$ cat config.mk
export PLATFORM = sky130hd
export DESIGN_NAME = sprite_spi_regfile
export DESIGN_NICKNAME = d
export VERILOG_FILES = /design/src/rtl/sprite_spi_regfile.sv
export SDC_FILE = /design/constraint.sdc
export NUM_CORES = 1
export LEC_CHECK = 0
export ABC_AREA = 1
export CORE_ASPECT_RATIO = 1.1
export CORE_MARGIN = 2
export CORE_UTILIZATION = 45
export DETAILED_ROUTE_END_ITERATION = 6
export PLACE_DENSITY = 0.72
export SLEW_MARGIN = 20
export SYNTH_ARGS = -nofsm -noshare
export SYNTH_HDL_FRONTEND = slang
export SYNTH_SLANG_ARGS = --single-unit
export TNS_END_PERCENT = 30
$ cat constraint.sdc
create_clock -name clk -period 15.13 [get_ports clk]
set_clock_uncertainty 0.15 [all_clocks]
set_input_delay 2.2695 -clock clk [delete_from_list [all_inputs] [get_ports clk]]
set_output_delay 2.2695 -clock clk [all_outputs]
set_load 0.005 [all_outputs]
$ cat src/rtl/sprite_spi_regfile.sv
// SPI-loaded multi-sprite register file: 24-bit frames {idx[2:0], field[4:0], data[15:0]}.
// Define SPRITE_SPI_FRAME_LATCH_EN to stage commits in shadows copied out on frame_sync.
module sprite_spi_regfile #(
  parameter int unsigned NUM_SPRITES = 4,
  parameter int unsigned SPRITE_W    = 8,
  parameter int unsigned SPRITE_H    = 8,
  parameter int unsigned COORD_W     = 10,
  parameter int unsigned COLOR_W     = 6,
  parameter int unsigned TIMEOUT     = 255
) (
  input  logic                                    clk,
  input  logic                                    reset,
  input  logic                                    spi_clk,
  input  logic                                    spi_data,
  input  logic                                    frame_sync,
  output logic [NUM_SPRITES*COORD_W-1:0]          sprite_x,
  output logic [NUM_SPRITES*COORD_W-1:0]          sprite_y,
  output logic [NUM_SPRITES*COLOR_W-1:0]          sprite_color,
  output logic [NUM_SPRITES*SPRITE_H*SPRITE_W-1:0] sprite_bitmap,
  output logic                                    wr_pulse,
  output logic                                    err_pulse,
  output logic                                    busy
);

  localparam int unsigned TW         = $clog2(TIMEOUT + 1);
  localparam int unsigned NUM_FIELDS = 3 + SPRITE_H;

  logic          spi_clk_s1, spi_clk_s2, spi_clk_prev;
  logic          spi_data_s1, spi_data_s2;
  logic          spi_edge;
  logic [23:0]   shift_q;
  logic [4:0]    bit_cnt_q;
  logic [TW-1:0] to_cnt_q;
  logic          commit, valid, timed_out;
  logic [2:0]    idx;
  logic [4:0]    field;
  logic [15:0]   data;

  assign spi_edge  = spi_clk_s2 & ~spi_clk_prev;
  // bit_cnt_q == 24 marks the commit cycle that follows the final edge
  assign commit    = (bit_cnt_q == 5'd24);
  assign timed_out = (to_cnt_q == TW'(TIMEOUT));
  assign idx       = shift_q[23:21];
  assign field     = shift_q[20:16];
  assign data      = shift_q[15:0];
  assign valid     = (32'(idx) < NUM_SPRITES) && (32'(field) < NUM_FIELDS);
  assign busy      = (bit_cnt_q != 5'd0);

  logic unused_data;
  assign unused_data = ^data;

  always_ff @(posedge clk or posedge reset) begin
    if (reset) begin
      spi_clk_s1   <= 1'b0;
      spi_clk_s2   <= 1'b0;
      spi_clk_prev <= 1'b0;
      spi_data_s1  <= 1'b0;
      spi_data_s2  <= 1'b0;
      shift_q      <= '0;
      bit_cnt_q    <= '0;
      to_cnt_q     <= '0;
      wr_pulse     <= 1'b0;
      err_pulse    <= 1'b0;
    end else begin
      spi_clk_s1   <= spi_clk;
      spi_clk_s2   <= spi_clk_s1;
      spi_clk_prev <= spi_clk_s2;
      spi_data_s1  <= spi_data;
      spi_data_s2  <= spi_data_s1;
      wr_pulse     <= commit & valid;
      err_pulse    <= commit & ~valid;
      if (spi_edge) begin
        // an edge during the commit cycle becomes bit 1 of the next frame
        shift_q   <= {shift_q[22:0], spi_data_s2};
        bit_cnt_q <= commit ? 5'd1 : bit_cnt_q + 5'd1;
        to_cnt_q  <= '0;
      end else begin
        if (!timed_out) to_cnt_q <= to_cnt_q + 1'b1;
        if (commit || timed_out) bit_cnt_q <= '0;
      end
    end
  end

  // Commit-target registers: shadows when latching, the live outputs otherwise
  logic [COORD_W-1:0]  x_q   [NUM_SPRITES];
  logic [COORD_W-1:0]  y_q   [NUM_SPRITES];
  logic [COLOR_W-1:0]  col_q [NUM_SPRITES];
  logic [SPRITE_W-1:0] bmp_q [NUM_SPRITES][SPRITE_H];

  always_ff @(posedge clk or posedge reset) begin
    if (reset) begin
      for (int i = 0; i < NUM_SPRITES; i++) begin
        x_q[i]   <= '0;
        y_q[i]   <= '0;
        col_q[i] <= '0;
        for (int r = 0; r < SPRITE_H; r++) bmp_q[i][r] <= '0;
      end
    end else if (commit && valid) begin
      for (int i = 0; i < NUM_SPRITES; i++) begin
        if (idx == 3'(i)) begin
          if (field == 5'd0) x_q[i]   <= data[COORD_W-1:0];
          if (field == 5'd1) y_q[i]   <= data[COORD_W-1:0];
          if (field == 5'd2) col_q[i] <= data[COLOR_W-1:0];
          for (int r = 0; r < SPRITE_H; r++) begin
            if (field == 5'(r + 3)) bmp_q[i][r] <= data[SPRITE_W-1:0];
          end
        end
      end
    end
  end

  logic [COORD_W-1:0]  x_vis   [NUM_SPRITES];
  logic [COORD_W-1:0]  y_vis   [NUM_SPRITES];
  logic [COLOR_W-1:0]  col_vis [NUM_SPRITES];
  logic [SPRITE_W-1:0] bmp_vis [NUM_SPRITES][SPRITE_H];

`ifdef SPRITE_SPI_FRAME_LATCH_EN
  logic [COORD_W-1:0]  x_out_q   [NUM_SPRITES];
  logic [COORD_W-1:0]  y_out_q   [NUM_SPRITES];
  logic [COLOR_W-1:0]  col_out_q [NUM_SPRITES];
  logic [SPRITE_W-1:0] bmp_out_q [NUM_SPRITES][SPRITE_H];

  // Copy sees pre-commit shadow values, so a coincident commit waits a frame
  always_ff @(posedge clk or posedge reset) begin
    if (reset) begin
      for (int i = 0; i < NUM_SPRITES; i++) begin
        x_out_q[i]   <= '0;
        y_out_q[i]   <= '0;
        col_out_q[i] <= '0;
        for (int r = 0; r < SPRITE_H; r++) bmp_out_q[i][r] <= '0;
      end
    end else if (frame_sync) begin
      x_out_q   <= x_q;
      y_out_q   <= y_q;
      col_out_q <= col_q;
      bmp_out_q <= bmp_q;
    end
  end

  assign x_vis   = x_out_q;
  assign y_vis   = y_out_q;
  assign col_vis = col_out_q;
  assign bmp_vis = bmp_out_q;
`else
  logic unused_frame_sync;
  assign unused_frame_sync = frame_sync;

  assign x_vis   = x_q;
  assign y_vis   = y_q;
  assign col_vis = col_q;
  assign bmp_vis = bmp_q;
`endif

  always_comb begin
    sprite_x      = '0;
    sprite_y      = '0;
    sprite_color  = '0;
    sprite_bitmap = '0;
    for (int i = 0; i < NUM_SPRITES; i++) begin
      sprite_x[i*COORD_W +: COORD_W]     = x_vis[i];
      sprite_y[i*COORD_W +: COORD_W]     = y_vis[i];
      sprite_color[i*COLOR_W +: COLOR_W] = col_vis[i];
      for (int r = 0; r < SPRITE_H; r++) begin
        sprite_bitmap[(i*SPRITE_H + r)*SPRITE_W +: SPRITE_W] = bmp_vis[i][r];
      end
    end
  end

endmodule

==> impl_results.md <==
* Status: finished clean
* Critical Path Most Common Cell: buf_4
* Gate power share at 6.2%
* Antenna violations before repair at 0
* Slowest cell delay on critical path at 0.82 ns
* Die X at 185.3 µm
* Post-CTS Hold Fix Bufs at 0
* First drt pass iteration count at 5
* Post-DP HPWL at 33.17 mm
* Final setup fails at 0
* Data required, critical path at 15.53 ns
* CTS Buffer Depth at 3
* Net Switching at 0.5848 mW
* Max-cap violations at 0
* RSZ-0062 raised after global routing: no
* Final Worst Setup Slack at 10.45 ns
* Core Footprint at 35900 µm²
* Routed len/inst at 20.42 µm
* Final antenna-violating net count at 0
* Combinational family with the most area after synthesis: simple AND/OR/NAND/NOR gates
* Placed Instance Area at 20360 µm²
* Worst path arrival time at 5.08 ns
* DR vias at 14.31k
* Simple-gate share of the synthesized area at 32.09%
* Die ar. at 37690 µm²
* Global route overflow at 0
* Worst Setup Path Type: in2async
* Final period util at 30.93%
* CTS resizes at 0
* Clock latency on the worst-skew pair at 0.54 ns
* Antenna cells at 0
* Top cells by area, synth: dfrtp_1 62%, nand2_1 18%, nand3_1 11%
* FP Rows at 73
* Post-CTS Setup Bufs at 0
* Crit end category: async pin
* CP Cell Sequence: clkdlybuf4s50_1 -> inv_8 -> buf_4 -> buf_4
* Final GP Congestion at 0.8244
* Fin. Hold Viols at 0
* Seq pwr share at 49.5%
* Area Growth Syn to Fin at 33.29%
* Clock power frac at 44.3%
* Crit Path Max Fanout at 131
* Root Driver: clkbuf_16
* First-pass GRT wire length at 84.04 mm
* Async set-reset flop share out of synthesis at 100.0%
* Yosys cell types at 23
* Switching Share at 25.32%
* Clock Sinks at 404
* Post-synthesis xor/xnor area fraction at 0.1615%
* Clock transition at path regs at 0.06 ns
* Drt total wl at 54.17 mm
* Slowest CP cell: buf_4
* Total internal power at 1.725 mW
* Worst vdd ir at 0.06234 mV
* Seq/Total Area, Yosys at 62.14%
* Most common cell after layout, fill and taps aside: nand2_1
* Post-synth EDFFs at 0
* Fraction of layout cells with a size suffix above 1 at 6.048%
* Number of synthesized register bits at 404
* Post-route cell area at 21680 µm²
* Number of DRC markers in iteration 0 at 1243
* Synthesized area at 16270 µm²
* Final TNS setup at 0 ns
* Slew headroom at 32.30%
* TritonCTS Buffers at 41
* Share of the synthesized area in the top cell type at 62.14%
* Port Buf Inserts at 366
* CTS tree: done
* Drt drc at 0
* Place WS at 9.682 ns
* Leakage at 11.01 nW
* Post-Synth Adder-Cell Area at 0.2307%
* Die Ht at 203.4 µm
* Vias in the first global route at 14.06k
* I/O pin count at 368
* Post-DR vias/cell at 5.395
* Post-synth top area cell: dfrtp_1
* Synthesized instance count at 1834
* Largest net degree at the start of global routing at 132
* Synthesis Warnings at 0
* Startpoint types: input port
* Total track usage at 29.00%
* Post-layout net count at 2149
* HP Class: reg2reg
* Most frequent cells in the layout: 767 x nand2_1, 396 x dfrtp_1, 369 x nand3_1
* Power per Cell Area at 106.5 nW/µm²
* Min Tclk post-route at 4.680 ns
* Compound-gate portion of the synthesized area at 1.315%
* H-tree levels at 2
* Syn Area/Cell at 8.870 µm²
* Fmax at 213.7 MHz
* Syn Nets at 1842
* Final Max Slew Viols at 0
* Initial Util at 45.32%
* Primary FF master, synth: dfrtp_1
* Proportion of synthesized area in mux cells at 0%
* Worst slew pin tran at 1.013 ns
logic make-up (layout without fill, tap and decap cells):
family	after synthesis	in the layout
XOR/XNOR	3	3
adder cells (fa/ha/maj)	3	3
AO/OA/AOI/OAI	41	41
AND/OR/NAND/NOR	1218	1218
flip-flops	404	404
buffers and inverters	165	497
flip-flops by register name (all words and copies together), names as in the netlist:
signal and cells:
sprite_bitmap 256, sprite_x 40, sprite_y 40, shift_q 24
sprite_color 24, to_cnt_q 8, bit_cnt_q 5, err_pulse 1
spi_clk_prev 1, spi_clk_s1 1, spi_clk_s2 1, spi_data_s1 1
spi_data_s2 1, wr_pulse 1
critical path: cells and delay by family:
kind	cells	cell delay, ns
buf+inv	4	2.63
cell type report:
type / instances / area [µm²]
well taps: 487 / 609.3
flip-flops and latches: 404 / 10120
clock inverters: 13 / 165.2
multi-input cells: 1265 / 5615
repair buffers: 395 / 3881
fillers: 3031 / 14210
inverters: 34 / 135.1
clock buffers: 55 / 1159
metal layers:
metal,up-vias,track usage (%),share of wire (%)
met5,-,0,0
met2,622,45.96,47
li1,6540,-,-
met4,0,9.354,3.4
met3,108,8.179,9.6
met1,7043,38.65,40
through the flow:
step           power (mW)  utilization, %  std cells  hold slack [ns]
6_report            2.309           60.41       2653           0.1991
5_1_grt             2.382           60.41       2653           0.2113
4_1_cts             2.320           60.41       2653           0.2010
3_5_place_dp        1.305           56.72       2585           0.1864
3_3_place_gp        1.301           56.72       2585           0.1841
2_1_floorplan       1.229               -       1834           0.1812
worst paths after layout:
check	startpoint	endpoint	slack (ns)	depth (start not counted)
worst min-delay path	spi_clk_s1$_DFF_PP0_	spi_clk_s2$_DFF_PP0_	0.20	0
worst min register to register	spi_clk_s1$_DFF_PP0_	spi_clk_s2$_DFF_PP0_	0.20	0
max in group clk	bit_cnt_q[0]$_DFFE_PP0P_	busy	10.85	4
worst max-delay path	reset	sprite_color[18]$_DFFE_PP0P_	10.45	4
min in group asynchronous	reset	sprite_bitmap[233]$_DFFE_PP0P_	2.11	2
worst max register to register	shift_q[21]$_DFFE_PP0P_	sprite_bitmap[111]$_DFFE_PP0P_	12.06	7
synth_stat cells, types with 3 or more instances:
cell type and count:
clkbuf_1 96, a21oi_1 4, o21ai_0 33, nor2_1 28, buf_2 33, nor2_2 4, nand4_1 38, nand3_1 369
inv_1 33, ha_1 3, dfrtp_1 404, nand4_2 8, nand2_1 767
power by group through the flow:
stage	sequential [mW]	clock [mW]	combinational, mW
finish	1.14	1.02	0.142
global route	1.14	1.08	0.155
CTS	1.14	1.04	0.143
detailed placement	1.16	0	0.142
global placement	1.16	0	0.139
floorplan	1.13	0	0.103
(Power assumes the default switching activity.)
